### src/rtl/bcd_mod_counter.sv
// Two-digit BCD modulo counter (0..MODULUS-1) with load, up/down and registered wrap/reject pulses.
// Latency: one cycle from the enabling ck edge to the updated display and any pulse.
// Backpressure: none; one step per cycle while up or dn is high, loads take effect immediately.
//
// Ports:
//   ck, rst              clock (rising edge) and synchronous active-high reset
//   up, dn               count enables; both high together means hold
//   ld, ld_tens/units    parallel load strobe and BCD digits to load (range checked)
//   display_tens/units   registered BCD count
//   carry, borrow        1-cycle pulses on wrap MODULUS-1 -> 0 and 0 -> MODULUS-1
//   ld_err               1-cycle pulse when a load is rejected
//
// Optional: define BCD_CNT_SAT_EN to saturate at the ends instead of wrapping;
// carry and borrow then stay at 0.
module bcd_mod_counter #(
  parameter int MODULUS   = 24,
  parameter int RESET_VAL = 0
) (
  input  logic       ck,
  input  logic       rst,
  input  logic       up,
  input  logic       dn,
  input  logic       ld,
  input  logic [3:0] ld_tens,
  input  logic [3:0] ld_units,
  output logic [3:0] display_tens,
  output logic [3:0] display_units,
  output logic       carry,
  output logic       borrow,
  output logic       ld_err
);

  // Terminal count and reset value split into digits at elaboration time so
  // the datapath only ever compares and steps 4-bit digits.
  localparam logic [3:0] MAX_TENS  = 4'((MODULUS - 1) / 10);
  localparam logic [3:0] MAX_UNITS = 4'((MODULUS - 1) % 10);
  localparam logic [3:0] RST_TENS  = 4'(RESET_VAL / 10);
  localparam logic [3:0] RST_UNITS = 4'(RESET_VAL % 10);

  logic at_max;
  logic at_zero;
  logic ld_ok;
  logic [3:0] inc_tens, inc_units;
  logic [3:0] dec_tens, dec_units;

  always_comb begin
    at_max  = (display_tens == MAX_TENS) && (display_units == MAX_UNITS);
    at_zero = (display_tens == 4'd0) && (display_units == 4'd0);

    // Digit-wise range check: value < MODULUS  <=>  value <= MODULUS-1.
    ld_ok = (ld_tens <= 4'd9) && (ld_units <= 4'd9) &&
            ((ld_tens < MAX_TENS) ||
             ((ld_tens == MAX_TENS) && (ld_units <= MAX_UNITS)));

    // Non-wrapping step; the wrap cases are handled in the register block.
    if (display_units == 4'd9) begin
      inc_tens  = display_tens + 4'd1;
      inc_units = 4'd0;
    end else begin
      inc_tens  = display_tens;
      inc_units = display_units + 4'd1;
    end

    if (display_units == 4'd0) begin
      dec_tens  = display_tens - 4'd1;
      dec_units = 4'd9;
    end else begin
      dec_tens  = display_tens;
      dec_units = display_units - 4'd1;
    end
  end

  always_ff @(posedge ck) begin
    if (rst) begin
      display_tens  <= RST_TENS;
      display_units <= RST_UNITS;
      carry         <= 1'b0;
      borrow        <= 1'b0;
      ld_err        <= 1'b0;
    end else begin
      // Pulses default low so each lasts exactly one cycle.
      carry  <= 1'b0;
      borrow <= 1'b0;
      ld_err <= 1'b0;
      if (ld) begin
        if (ld_ok) begin
          display_tens  <= ld_tens;
          display_units <= ld_units;
        end else begin
          ld_err <= 1'b1;
        end
      end else if (up && dn) begin
        // Conflicting enables: hold.
      end else if (up) begin
        if (at_max) begin
`ifdef BCD_CNT_SAT_EN
          // Saturate: hold at MODULUS-1.
`else
          display_tens  <= 4'd0;
          display_units <= 4'd0;
          carry         <= 1'b1;
`endif
        end else begin
          display_tens  <= inc_tens;
          display_units <= inc_units;
        end
      end else if (dn) begin
        if (at_zero) begin
`ifdef BCD_CNT_SAT_EN
          // Saturate: hold at 00.
`else
          display_tens  <= MAX_TENS;
          display_units <= MAX_UNITS;
          borrow        <= 1'b1;
`endif
        end else begin
          display_tens  <= dec_tens;
          display_units <= dec_units;
        end
      end
    end
  end

endmodule

### config.mk
export PLATFORM = sky130hd
export DESIGN_NAME = bcd_mod_counter
export DESIGN_NICKNAME = d
export VERILOG_FILES = /design/src/rtl/bcd_mod_counter.sv
export SDC_FILE = /design/constraint.sdc
export NUM_CORES = 1
export LEC_CHECK = 0
export CAP_MARGIN = 20
export CORE_UTILIZATION = 48
export CTS_CLUSTER_DIAMETER = 60
export DETAILED_ROUTE_END_ITERATION = 8
export GPL_TIMING_DRIVEN = 0
export MAX_ROUTING_LAYER = met4
export PLACE_DENSITY_LB_ADDON = 0.12
export SYNTH_ARGS = -nofsm -noshare
export SYNTH_HDL_FRONTEND = slang
export SYNTH_SLANG_ARGS = --single-unit
### constraint.sdc
create_clock -name ck -period 2.6 [get_ports ck]
set_input_delay 0.26 -clock ck [delete_from_list [all_inputs] [get_ports ck]]
set_output_delay 0.26 -clock ck [all_outputs]
set_load 0.05 [all_outputs]
## Yosys cells after proc, flatten, opt, wreduce, memory -nomap -nowiden

Index checks and enable logic that the tools add are counted.

- Bits in registers: 11
- Input bits: 13
- Output and inout port bits: 11
- Word-level logic and storage cells: 60

- Add/sub/neg operators: 4
- $lt $le $gt $ge: 4
- Eq/ne operators: 7
- Multiplexer cells: 21
- Bitwise operators: 3
- Reduce and logical (&&, ||, !) cells: 16

Operator list:

| cell | number |
|---|---|
| $mux 4 | 18 |
| $eq 4x2->1 const B | 3 |
| $add 4x1->4 const B | 2 |
| $le 4x4->1 const B | 2 |
| $logic_not 4->1 | 2 |
| $sub 4x1->4 const B | 2 |
| $logic_and 1x1->1 | 6 |
| $reduce_and 5->1 | 1 |
| $reduce_or 5->1 | 1 |
| $eq 4x4->1 const B | 1 |
| $le 4x2->1 const B | 1 |
| $lt 4x2->1 const B | 1 |
| $ne 4x1->1 const B | 1 |
| $reduce_bool 4->1 | 1 |
| $reduce_or 4->1 | 1 |
| $mux 1 | 3 |
| $not 1->1 | 3 |
| $reduce_and 3->1 | 1 |
| $reduce_bool 3->1 | 1 |
| $ne 2x1->1 const B | 1 |
| $ne 2x2->1 const B | 1 |
| $reduce_or 2->1 | 1 |
| $logic_or 1x1->1 | 1 |

## Longest topological paths before layout

- Word-level depth: 7
- Gate-level depth with buffers: 7

## Worst setup path before layout

Ideal clock, no wire load.

- Kind: flip-flop to flip-flop
- Start: reg display_units[3]
- End: reg display_tens[1]
- Library setup time: 70 ps
- Arrival time: 2,194 ps
- Required time: 2,530 ps
- Path slack: 336 ps
- Cell stages (with the launch flop): 7
- Clock period less this slack: 2,264 ps
- Cell sequence: dfxtp_1 > buf_6 > or4_4 > o2111ai_4 > o31ai_2 > or4_1 > a21oi_1

- Word-level cells in the longest chain between the ends: 7
- Elaborated cells on any way between the ends: 14
- Those cells by class: eq/ne: 3; mux: 6; reduce/logical: 5

RTL lines:

| item | RTL line | source |
|---|---|---|
| start: declaration | 27 | `output logic [3:0] display_units,` |
| start signal: assignment | 88 | `display_units <= ld_units;` |
| start signal: assignment | 105 | `display_units <= inc_units;` |
| start signal: assignment | 118 | `display_units <= dec_units;` |
| $logic_not 4->1 | 48, 64 |  |
| $logic_and 1x1->1 | 48 | `at_zero = (display_tens == 4'd0) && (display_units == 4'd0);` |
| $mux 4 | 108 | `if (at_zero) begin` |
| $mux 4 | 107 | `end else if (dn) begin` |
| $mux 4 | 94 | `end else if (up) begin` |
| $mux 4 | 92 | `end else if (up && dn) begin` |
| $mux 4 | 85 | `if (ld) begin` |
| end signal: assignment | 87 | `display_tens <= ld_tens;` |
| end signal: assignment | 104 | `display_tens <= inc_tens;` |
| end signal: assignment | 117 | `display_tens <= dec_tens;` |
| end: declaration | 26 | `output logic [3:0] display_tens,` |

Several ways; a longest one is shown, not always the timed one. The select of a mux whose other input is x is not followed.
A chain may end at the register's enable or synchronous reset.

## Worst setup path after layout

Same ends and word-level chain as after synthesis.

==> run_results.csv <==
group,metric,value,unit
global_routing,grt_pass1_wl,3970,µm
worst_setup_path,end_kind,"register",
detailed_routing,met2WireLength,1080,µm
finish,final_cells,172,
finish,fill_cells,160,
synthesis,synth-edff-count,0,
detailed_routing,dr.pass1.iters,4,
run,maxCapViolCount,0,
detailed_routing,routed_wl,2500,µm
synthesis,netlist_top_cells_count,"o21ai_0 (12), dfxtp_1 (11), a21oi_1 (9)",
placed_design,dp.final_hpwl,1840,µm
power_and_ir_drop,ir_drop,244,µV
clock_tree,cts_setup_buffers,0,
worst_setup_path,worst_r2r_endpoint,"display_tens[1]$_SDFFE_PP0P_",
synthesis,synth_top_flop_cell,"dfxtp_1",
placed_design,io_buffers,21,
die,dieArea,0.00217,mm²
finish,drive_gt1_frac,0.102,
timing,maxSlewHeadroom,0.617,
detailed_routing,vias_per_cell,6.03,
finish,antenna_cells,0,
die,ios,24,
finish,post-route-util,0.678,
clock_tree,ctsHoldBuffers,0,
clock_tree,cts_max_path_buffers,2,
clock_tree,cts-resized-gates,0,
detailed_routing,routedLengthMet1,1160,µm
worst_setup_path,path_class,"register to register",
detailed_routing,met3_length,212,µm
finish,final_area,0.00122,mm²
clock_tree,cts_tree,"yes",
synthesis,synth_top_area_cell,"dfxtp_1",
timing,fin_crit_sh,0.827,
die,die_h,46.6,µm
worst_setup_path,max_stage_delay,0.56,ns
finish,area_growth,28.0,%
detailed_routing,drt-wirelength-per-cell,14.5,µm
worst_setup_path,crit_path_start_kind,"register",
global_routing,antenna_found_initial,0,
timing,setup_viol,0,
worst_setup_path,path_cells,"buf_6 > or4_4 > o2111ai_4 > o31ai_2 > or4_1 > a21oi_1",
timing,worst_slew_pin_slew,0.560,ns
min_path,holdPathEnd,"carry$_SDFF_PP0_",
detailed_routing,postRouteAntennaNets,0,
global_routing,grt_use_total,0.267,
detailed_routing,vias,1037,
detailed_routing,drc,0,
die,coreArea,0.00180,mm²
die,rows,15,
timing,fin_skew,0.00764,ns
synthesis,synth_fp_nets,142,
clock_tree,cts.clk_slew.worst_paths,0.09,ns
min_path,min-delay-start,"up",
global_routing,grt_max_degree,11,
placed_design,placed_cell_area,0.00120,mm²
synthesis,ys_seq_area_frac,0.231,
timing,worst_slack,0.449,ns
clock_tree,htree_levels,1,
timing,slew_viol_final,0,
synthesis,synth_area,955,µm²
synthesis,ys_types,41,
worst_setup_path,crit_fanout,10,
placed_design,place_worst_setup_slack,0.491,ns
clock_tree,cts_sinks,11,
synthesis,synth-seq-cells,11,
clock_tree,clock_latency,0.28,ns
synthesis,async_reset_ff_frac,0,
detailed_routing,dr.first_iter.drc_count,20,
min_path,hold_depth,3,
clock_tree,cts_buffers,3,
synthesis,syn_avg_cell_area,7.83,µm²
global_routing,globalRouteOverflowTotal,0,
power_and_ir_drop,p_per_area,437,mW/mm²
placed_design,placed_cells,168,
synthesis,yosys_warnings,0,
detailed_routing,dr.max_layer_used,"met4",
timing,rsz0062_at_grt,"no",
die,start_util,0.530,
worst_setup_path,r2r_start,"display_units[3]$_SDFFE_PP0P_",
timing,max_freq,0.465,GHz
worst_setup_path,cp_data_arrival_time,2.36,ns
die,fp.dieW,46.6,µm
worst_setup_path,rrSetupSlack,0.45,ns
timing,hold_slack,0.328,ns
placed_design,place_congestion,0.877,
worst_setup_path,worstRegToRegCells,6,
synthesis,yosysTopAreaCellShare,0.231,
worst_setup_path,cp.required,2.81,ns
timing,finalCriticalPeriod,2.15,ns
power_and_ir_drop,leakagePower,0.455,nW
min_path,hold_class,"primary input to register",
timing,fin_tns_setup,0,ns
clock_tree,clockRootBuffer,"clkbuf_4",
global_routing,grt_pass1_vias,917,
power_and_ir_drop,power,534,µW
finish,finalNetCount,168,
worst_setup_path,cp_slowest_cell,"or4_4",
run_status,outcome,"finished, final reports clean",
synthesis,synthCells,122,
synthesis,synth.top_cells.by_area,"dfxtp_1 (23%), ha_1 (9.2%), o21ai_0 (6.3%)",
timing,finalHoldViolCount,0,
synthesis,synth_most_common_cell,"o21ai_0",
## worst max-delay path by stage
stage | start | to | slack (ns) | depth (start not counted)
floorplan | display_units[3]$_SDFFE_PP0P_ | display_tens[1]$_SDFFE_PP0P_ | 0.34 | 6
detailed placement | display_units[3]$_SDFFE_PP0P_ | display_tens[1]$_SDFFE_PP0P_ | 0.49 | 6
global route | display_units[0]$_SDFFE_PP0P_ | display_tens[1]$_SDFFE_PP0P_ | 0.36 | 6
global placement | display_units[3]$_SDFFE_PP0P_ | display_tens[1]$_SDFFE_PP0P_ | 0.50 | 6
CTS | display_units[3]$_SDFFE_PP0P_ | display_tens[1]$_SDFFE_PP0P_ | 0.45 | 6
finish | display_units[3]$_SDFFE_PP0P_ | display_tens[1]$_SDFFE_PP0P_ | 0.45 | 6
## final cells by class
class,instances,area (µm²),area share
Multi-Input combinational cell,96,654,0.535
Timing Repair Buffer,21,210,0.172
Clock buffer,4,26.3,0.0215
Inverter,8,30.0,0.0246
Tap cell,25,31.3,0.0256
Buffer,7,50.0,0.0409
Sequential cell,11,220,0.180
## critical path: cells and delay by family (launching register included)
kind / cells / cell delay [ns]
and+or+nand+nor: 2 / 1.07
buffers and inverters: 1 / 0.14
AOI/OAI and AO/OA: 3 / 0.54
DFF: 1 / 0.33
## cells by family (layout without fill, tap and decap cells)
kind of cell	Yosys count	after routing	synth area share
and+or+nand+nor	45	45	0.271
buffers and inverters	15	40	0.0839
muxes	1	1	0.0105
DFF	11	11	0.231
AOI/OAI and AO/OA	43	43	0.312
adders and majority gates	7	7	0.0917
## sequential cells by signal (all words and copies together), names as in the netlist
name / count
display_units: 4
carry: 1
borrow: 1
ld_err: 1
display_tens: 4
## metal layers
layer | vias up | global-route usage
li1 | 511 | -
met1 | 472 | 0.350
met2 | 49 | 0.400
met3 | 5 | 0.0431
met4 | 0 | 0.112
met5 | - | -
## power breakdown
part	total [mW]	internal (mW)	switching, mW	leakage [nW]
Clock	0.130	0.0595	0.0702	0.0150
Sequential	0.191	0.178	0.0133	0.0898
Combinational	0.213	0.0895	0.124	0.350
Total	0.534	0.327	0.207	0.455
## cells in the final DEF (no fill, tap or decap), types with 2 or more instances in the layout
| cell | Yosys | final |
|---|---|---|
| or4_1 | 2 | 2 |
| dfxtp_1 | 11 | 11 |
| and4_1 | 2 | 2 |
| nor2_1 | 7 | 7 |
| nand2b_1 | 7 | 7 |
| buf_4 | 4 | 4 |
| nand3b_1 | 2 | 2 |
| a31oi_1 | 4 | 4 |
| inv_1 | 8 | 8 |
| a211oi_1 | 2 | 2 |
| nor4_1 | 3 | 3 |
| nor3_1 | 5 | 5 |
| a311oi_1 | 2 | 2 |
| ha_1 | 7 | 7 |
| o21ai_0 | 12 | 12 |
| nor3b_1 | 2 | 2 |
| a21oi_1 | 9 | 9 |
| nand3_1 | 4 | 4 |
| clkdlybuf4s50_1 | 0 | 21 |
| and3_1 | 2 | 2 |
| clkbuf_4 | 0 | 3 |
| clkbuf_1 | 1 | 2 |
| nand2_1 | 6 | 6 |
No activity file was read; power rests on OpenSTA's default activity.
